--- src/rtl/avalon_mm_arbiter_2x1.sv ---
// Two-requester round-robin arbiter onto one Avalon-MM host port.
// Transfers that stall past a waitrequest timeout are aborted with SLAVEERROR.
module avalon_mm_arbiter_2x1 #(
  parameter int unsigned ADDR_WIDTH       = 32,
  parameter int unsigned DATA_WIDTH       = 32,
  parameter int unsigned BYTEENABLE_WIDTH = DATA_WIDTH / 8,
  parameter int unsigned TIMEOUT_CYCLES   = 1024
) (
  input  logic                        clk,
  input  logic                        rst,

  input  logic [ADDR_WIDTH-1:0]       s0_avalon_mm_address,
  input  logic [BYTEENABLE_WIDTH-1:0] s0_avalon_mm_byteenable,
  input  logic                        s0_avalon_mm_read,
  input  logic                        s0_avalon_mm_write,
  input  logic [DATA_WIDTH-1:0]       s0_avalon_mm_writedata,
  output logic [DATA_WIDTH-1:0]       s0_avalon_mm_readdata,
  output logic [1:0]                  s0_avalon_mm_response,
  output logic                        s0_avalon_mm_waitrequest,

  input  logic [ADDR_WIDTH-1:0]       s1_avalon_mm_address,
  input  logic [BYTEENABLE_WIDTH-1:0] s1_avalon_mm_byteenable,
  input  logic                        s1_avalon_mm_read,
  input  logic                        s1_avalon_mm_write,
  input  logic [DATA_WIDTH-1:0]       s1_avalon_mm_writedata,
  output logic [DATA_WIDTH-1:0]       s1_avalon_mm_readdata,
  output logic [1:0]                  s1_avalon_mm_response,
  output logic                        s1_avalon_mm_waitrequest,

  output logic [ADDR_WIDTH-1:0]       h_avalon_mm_address,
  output logic [BYTEENABLE_WIDTH-1:0] h_avalon_mm_byteenable,
  output logic                        h_avalon_mm_read,
  output logic                        h_avalon_mm_write,
  output logic [DATA_WIDTH-1:0]       h_avalon_mm_writedata,
  input  logic [DATA_WIDTH-1:0]       h_avalon_mm_readdata,
  input  logic [1:0]                  h_avalon_mm_response,
  input  logic                        h_avalon_mm_waitrequest,

  output logic                        timeout_event
);

  localparam int unsigned CntW = $clog2(TIMEOUT_CYCLES) + 1;
  localparam logic [CntW-1:0] TimeoutLast =
      CntW'((TIMEOUT_CYCLES == 0) ? 0 : TIMEOUT_CYCLES - 1);

  typedef enum logic [1:0] {StIdle, StGrant, StAbort} state_e;

  state_e          state_q, state_d;
  logic            sel_q, sel_d;
  logic            last_q, last_d;
  logic [CntW-1:0] wait_cnt_q, wait_cnt_d;

  logic req0, req1;
  assign req0 = s0_avalon_mm_read | s0_avalon_mm_write;
  assign req1 = s1_avalon_mm_read | s1_avalon_mm_write;

  always_ff @(posedge clk or posedge rst) begin
    if (rst) begin
      state_q    <= StIdle;
      sel_q      <= 1'b0;
      last_q     <= 1'b1;  // port 0 wins the first tie
      wait_cnt_q <= '0;
    end else begin
      state_q    <= state_d;
      sel_q      <= sel_d;
      last_q     <= last_d;
      wait_cnt_q <= wait_cnt_d;
    end
  end

  always_comb begin
    state_d    = state_q;
    sel_d      = sel_q;
    last_d     = last_q;
    wait_cnt_d = wait_cnt_q;
    unique case (state_q)
      StIdle: begin
        if (req0 || req1) begin
          state_d    = StGrant;
          sel_d      = (req0 && req1) ? ~last_q : req1;
          wait_cnt_d = '0;
        end
      end
      StGrant: begin
        // Completion takes priority over the timeout threshold.
        if (!h_avalon_mm_waitrequest) begin
          last_d  = sel_q;
          state_d = StIdle;
        end else if (TIMEOUT_CYCLES != 0 && wait_cnt_q == TimeoutLast) begin
          state_d = StAbort;
        end else if (wait_cnt_q != '1) begin
          wait_cnt_d = wait_cnt_q + 1'b1;
        end
      end
      StAbort: begin
        last_d  = sel_q;
        state_d = StIdle;
      end
      default: state_d = StIdle;
    endcase
  end

  always_comb begin
    h_avalon_mm_address      = '0;
    h_avalon_mm_byteenable   = '0;
    h_avalon_mm_read         = 1'b0;
    h_avalon_mm_write        = 1'b0;
    h_avalon_mm_writedata    = '0;
    s0_avalon_mm_readdata    = '0;
    s0_avalon_mm_response    = 2'b00;
    s0_avalon_mm_waitrequest = 1'b1;
    s1_avalon_mm_readdata    = '0;
    s1_avalon_mm_response    = 2'b00;
    s1_avalon_mm_waitrequest = 1'b1;
    timeout_event            = 1'b0;
    unique case (state_q)
      StGrant: begin
        if (!sel_q) begin
          h_avalon_mm_address      = s0_avalon_mm_address;
          h_avalon_mm_byteenable   = s0_avalon_mm_byteenable;
          h_avalon_mm_read         = s0_avalon_mm_read;
          h_avalon_mm_write        = s0_avalon_mm_write;
          h_avalon_mm_writedata    = s0_avalon_mm_writedata;
          s0_avalon_mm_readdata    = h_avalon_mm_readdata;
          s0_avalon_mm_response    = h_avalon_mm_response;
          s0_avalon_mm_waitrequest = h_avalon_mm_waitrequest;
        end else begin
          h_avalon_mm_address      = s1_avalon_mm_address;
          h_avalon_mm_byteenable   = s1_avalon_mm_byteenable;
          h_avalon_mm_read         = s1_avalon_mm_read;
          h_avalon_mm_write        = s1_avalon_mm_write;
          h_avalon_mm_writedata    = s1_avalon_mm_writedata;
          s1_avalon_mm_readdata    = h_avalon_mm_readdata;
          s1_avalon_mm_response    = h_avalon_mm_response;
          s1_avalon_mm_waitrequest = h_avalon_mm_waitrequest;
        end
      end
      StAbort: begin
        timeout_event = 1'b1;
        if (!sel_q) begin
          s0_avalon_mm_readdata    = '1;
          s0_avalon_mm_response    = 2'b10;
          s0_avalon_mm_waitrequest = 1'b0;
        end else begin
          s1_avalon_mm_readdata    = '1;
          s1_avalon_mm_response    = 2'b10;
          s1_avalon_mm_waitrequest = 1'b0;
        end
      end
      default: ;
    endcase
  end

endmodule

--- config.mk ---
export PLATFORM = sky130hd
export DESIGN_NAME = avalon_mm_arbiter_2x1
export DESIGN_NICKNAME = d
export VERILOG_FILES = /design/src/rtl/avalon_mm_arbiter_2x1.sv
export SDC_FILE = /design/constraint.sdc
export NUM_CORES = 1
export LEC_CHECK = 0
export BUFFER_PORTS_ARGS = -buffer_cell sky130_fd_sc_hd__buf_2
export CORE_AREA = 10 10 115 117
export CTS_CLUSTER_SIZE = 28
export DETAILED_ROUTE_END_ITERATION = 7
export DIE_AREA = 0 0 125 127
export SLEW_MARGIN = 10
export SYNTH_ARGS = -nofsm -noshare
export SYNTH_HDL_FRONTEND = slang
export SYNTH_SLANG_ARGS = --single-unit
--- constraint.sdc ---
create_clock -name clk -period 4.66 [get_ports clk]
set_input_delay 0.466 -clock clk [delete_from_list [all_inputs] [get_ports clk]]
set_output_delay 0.466 -clock clk [all_outputs]
set_load 0.01 [all_outputs]
==> impl_metrics.csv <==
group,metric,value,unit
worst_setup_path,start_kind,"register",
detailed_routing,drc,0,
worst_setup_path,crit_fanout,24,
synthesis,postSynthCellCount,413,
timing,timing.final.setup_violations,0,
global_route,grt_pass1_wl,22600,µm
clocking,numClockSinks,15,
floorplan,core_area,11100,µm²
timing,fin_tns_setup,0,ns
clocking,cts_root_buf,"clkbuf_16",
worst_setup_path,worst_ep_arrival_time,2.37,ns
power_and_ir_drop,p_per_area,500,nW/µm²
floorplan,dieWidth,125,µm
worst_setup_path,cp_slowest_stage_delay,0.64,ns
floorplan,fp-row-count,39,
global_route,grt_busiest_layer,"met2",
placed_design,place_ws,2.08,ns
detailed_routing,drtIter0Drc,206,
power_and_ir_drop,pwr-share-clk,0.074,
timing,fin_ws,1.82,ns
worst_setup_path,endpoint_kind,"output port",
synthesis,async_reset_ff_frac,1.00,
power_and_ir_drop,seq_power_share,0.109,
power_and_ir_drop,leakagePower,2.67,nW
clocking,clkTransAtPathRegs,0.05,ns
job,cap_violations,0,
global_route,grt_start_max_net_pins,77,
worst_setup_path,worstSetupPathType,"register to output port",
timing,fin_crit_sh,0.609,
power_and_ir_drop,combPwrFrac,0.817,
detailed_routing,num_vias,3901,
synthesis,synth_area,2770,µm²
timing,maxSlewViolCount,0,
floorplan,die_h,127,µm
timing,rsz0062_at_grt,"no",
clocking,clk_path_buf_depth,2,
synthesis,synth-seq-cells,15,
global_route,met1_usage,0.192,
clocking,cts_buffers,3,
worst_setup_path,path_buf_inv,4,
clocking,cts_resized,0,
worst_setup_path,cpMostUsedCell,"nor2_1",
worst_setup_path,required,4.19,ns
hold_path,hp-class,"input port to async pin",
detailed_routing,routedWlPerCell,18.2,µm
global_route,track_usage,0.174,
clocking,post-cts-setup-buffers,0,
layout,mostFrequentLayoutCells,"317 x buf_2, 102 x nor2_1, 70 x mux2i_1",
power_and_ir_drop,switching_share,0.524,
timing,skew,0.000744,ns
floorplan,top_level_ports,318,
worst_setup_path,cp_slowest_cell,"o21ai_1",
detailed_routing,ant_nets,0,
clocking,insertion_delay,0.24,ns
synthesis,syn-num-nets,595,
layout,layout.nets,885,
clocking,cts_tree,"done",
timing,min_period,2.84,ns
global_route,grt_util_met3,0.0637,
outcome,status,"finished clean",
timing,worst_pin_slew,1.07,ns
placed_design,hpwl,13100,µm
synthesis,ys_types,42,
detailed_routing,firstDrtPassIters,4,
timing,hold_viol_final,0,
timing,fmax,0.352,GHz
synthesis,syn_area_per_cell,6.70,µm²
synthesis,synth_warnings,0,
clocking,postCtsHoldBufs,0,
placed_design,place.gp.congestion,0.859,
detailed_routing,viasPerCell,4.61,
worst_setup_path,cp_cell_sequence,"inv_1 -> ha_1 -> inv_2 -> nor2_1 -> buf_4 -> o21ai_1 -> nor2_1 -> buf_2",
synthesis,synth_top_flop_cell,"dfrtp_1",
floorplan,start_util,0.249,
power_and_ir_drop,p_int,1.07,mW
timing,slew_headroom,0.284,
layout,layout_commonest_cell,"buf_2",
layout,drive_gt1_frac,0.474,
synthesis,synth_edf_count,0,
detailed_routing,routed_wl,15400,µm
floorplan,die-area,15900,µm²
global_route,antenna_found_initial,3,
clocking,htree_num_levels,1,
global_route,grt_pass1_vias,3826,
global_route,use_met2,0.324,
power_and_ir_drop,switching_power,1.18,mW
worst_setup_path,cpLargestDelayFamily,"compound AO/OA/AOI/OAI gates",
synthesis,ys_seq_area_frac,0.136,
power_and_ir_drop,irDropWorstVdd,270,µV
layout,syn_to_final_growth,63.0,%
placed_design,place.port_buffers,317,
global_route,grt_overflow,0,
## power groups by stage
stage                     registers (mW)  logic [mW]  clock network [mW]
after floorplan                    0.203        1.25                   0
after global placement             0.249        1.86                   0
after detailed placement           0.249        1.86                   0
after CTS                          0.247        1.87               0.171
after global routing               0.258        2.02               0.177
final                              0.246        1.84               0.167
## per-stage QoR
stage / std cells / cell area (µm²) / hold slack [ns] / util / power [mW]
final: 847 / 4510 / 0.278 / 0.405 / 2.25
after global routing: 846 / 4500 / 0.345 / 0.405 / 2.45
after floorplan: 413 / 2770 / 0.367 / - / 1.45
after CTS: 845 / 4500 / 0.312 / 0.405 / 2.28
after detailed placement: 841 / 4420 / 0.521 / 0.398 / 2.11
after global placement: 841 / 4420 / 0.512 / 0.398 / 2.11
## logic make-up (layout without fill, tap and decap cells)
| kind of cell | count (synthesis) | after routing | share of synthesized area |
|---|---|---|---|
| adder cells (fa/ha/maj) | 5 | 5 | 0.0226 |
| flip-flops | 15 | 15 | 0.136 |
| multiplexers | 72 | 72 | 0.262 |
| AND/OR/NAND/NOR | 190 | 190 | 0.304 |
| AO/OA/AOI/OAI | 86 | 86 | 0.209 |
| buffers and inverters | 45 | 334 | 0.0670 |
| other | 0 | 2 | 0 |
## cells in the mapped netlist (2+ instances only)
master / n / area share
and3_1: 2 / 0.0045
nand3_1: 8 / 0.014
clkbuf_1: 23 / 0.031
nand2_1: 42 / 0.057
nor3_1: 2 / 0.0036
inv_1: 7 / 0.0095
ha_1: 5 / 0.023
o221ai_1: 2 / 0.0063
nor2b_1: 23 / 0.052
nor4_1: 2 / 0.0045
o41ai_1: 2 / 0.0063
o21ai_0: 5 / 0.0090
o21ai_1: 4 / 0.0072
mux2i_1: 70 / 0.25
a21oi_1: 24 / 0.043
a21boi_1: 34 / 0.092
buf_1: 7 / 0.0095
nand2b_1: 2 / 0.0045
o211ai_1: 2 / 0.0054
buf_2: 7 / 0.013
o31ai_1: 2 / 0.0054
a22o_1: 2 / 0.0063
dfrtp_1: 14 / 0.13
mux2_1: 2 / 0.0081
a31oi_1: 2 / 0.0045
nor2_1: 102 / 0.14
## worst paths after layout
path                       startpoint  slack (ns)  cells after the start                        end
max                        state_q[1]        1.82                      8  s0_avalon_mm_readdata[16]
min reg2reg                state_q[0]        0.53                      1                 state_q[0]
min in group clk           state_q[0]        0.53                      1                 state_q[0]
max in group asynchronous         rst        3.94                      2                      sel_q
min                               rst        0.28                      2              wait_cnt_q[0]
max reg2reg                state_q[1]        2.25                      6              wait_cnt_q[9]
## per-layer routing
layer | vias up | share of wire
li1 | 1989 | -
met1 | 1744 | 0.39
met2 | 156 | 0.53
met3 | 10 | 0.082
met4 | 2 | 0.0050
met5 | - | 0.00045
## final cells by class
| class | count | area [µm²] |
|---|---|---|
| diodes | 2 | 5.00 |
| clock buffers | 4 | 78.8 |
| fillers | 1226 | 6620 |
| inverters | 7 | 26.3 |
| multi-input cells | 353 | 2210 |
| flip-flops and latches | 15 | 380 |
| well taps | 143 | 179 |
| repair buffers | 323 | 1630 |
## sequential cells by signal, summed over array words and instances (netlist names)
| name | cells |
|---|---|
| wait_cnt_q | 11 |
| state_q | 2 |
| last_q | 1 |
| sel_q | 1 |
## worst register-to-register path, delay by kind of cell, from the launching register on
kind | cells | cell delay, ns
AOI/OAI and AO/OA | 2 | 0.70
and+or+nand+nor | 2 | 0.60
adders and majority gates | 1 | 0.50
DFF | 1 | 0.39
buffers and inverters | 1 | 0.10
No activity file was read; power rests on OpenSTA's default activity.
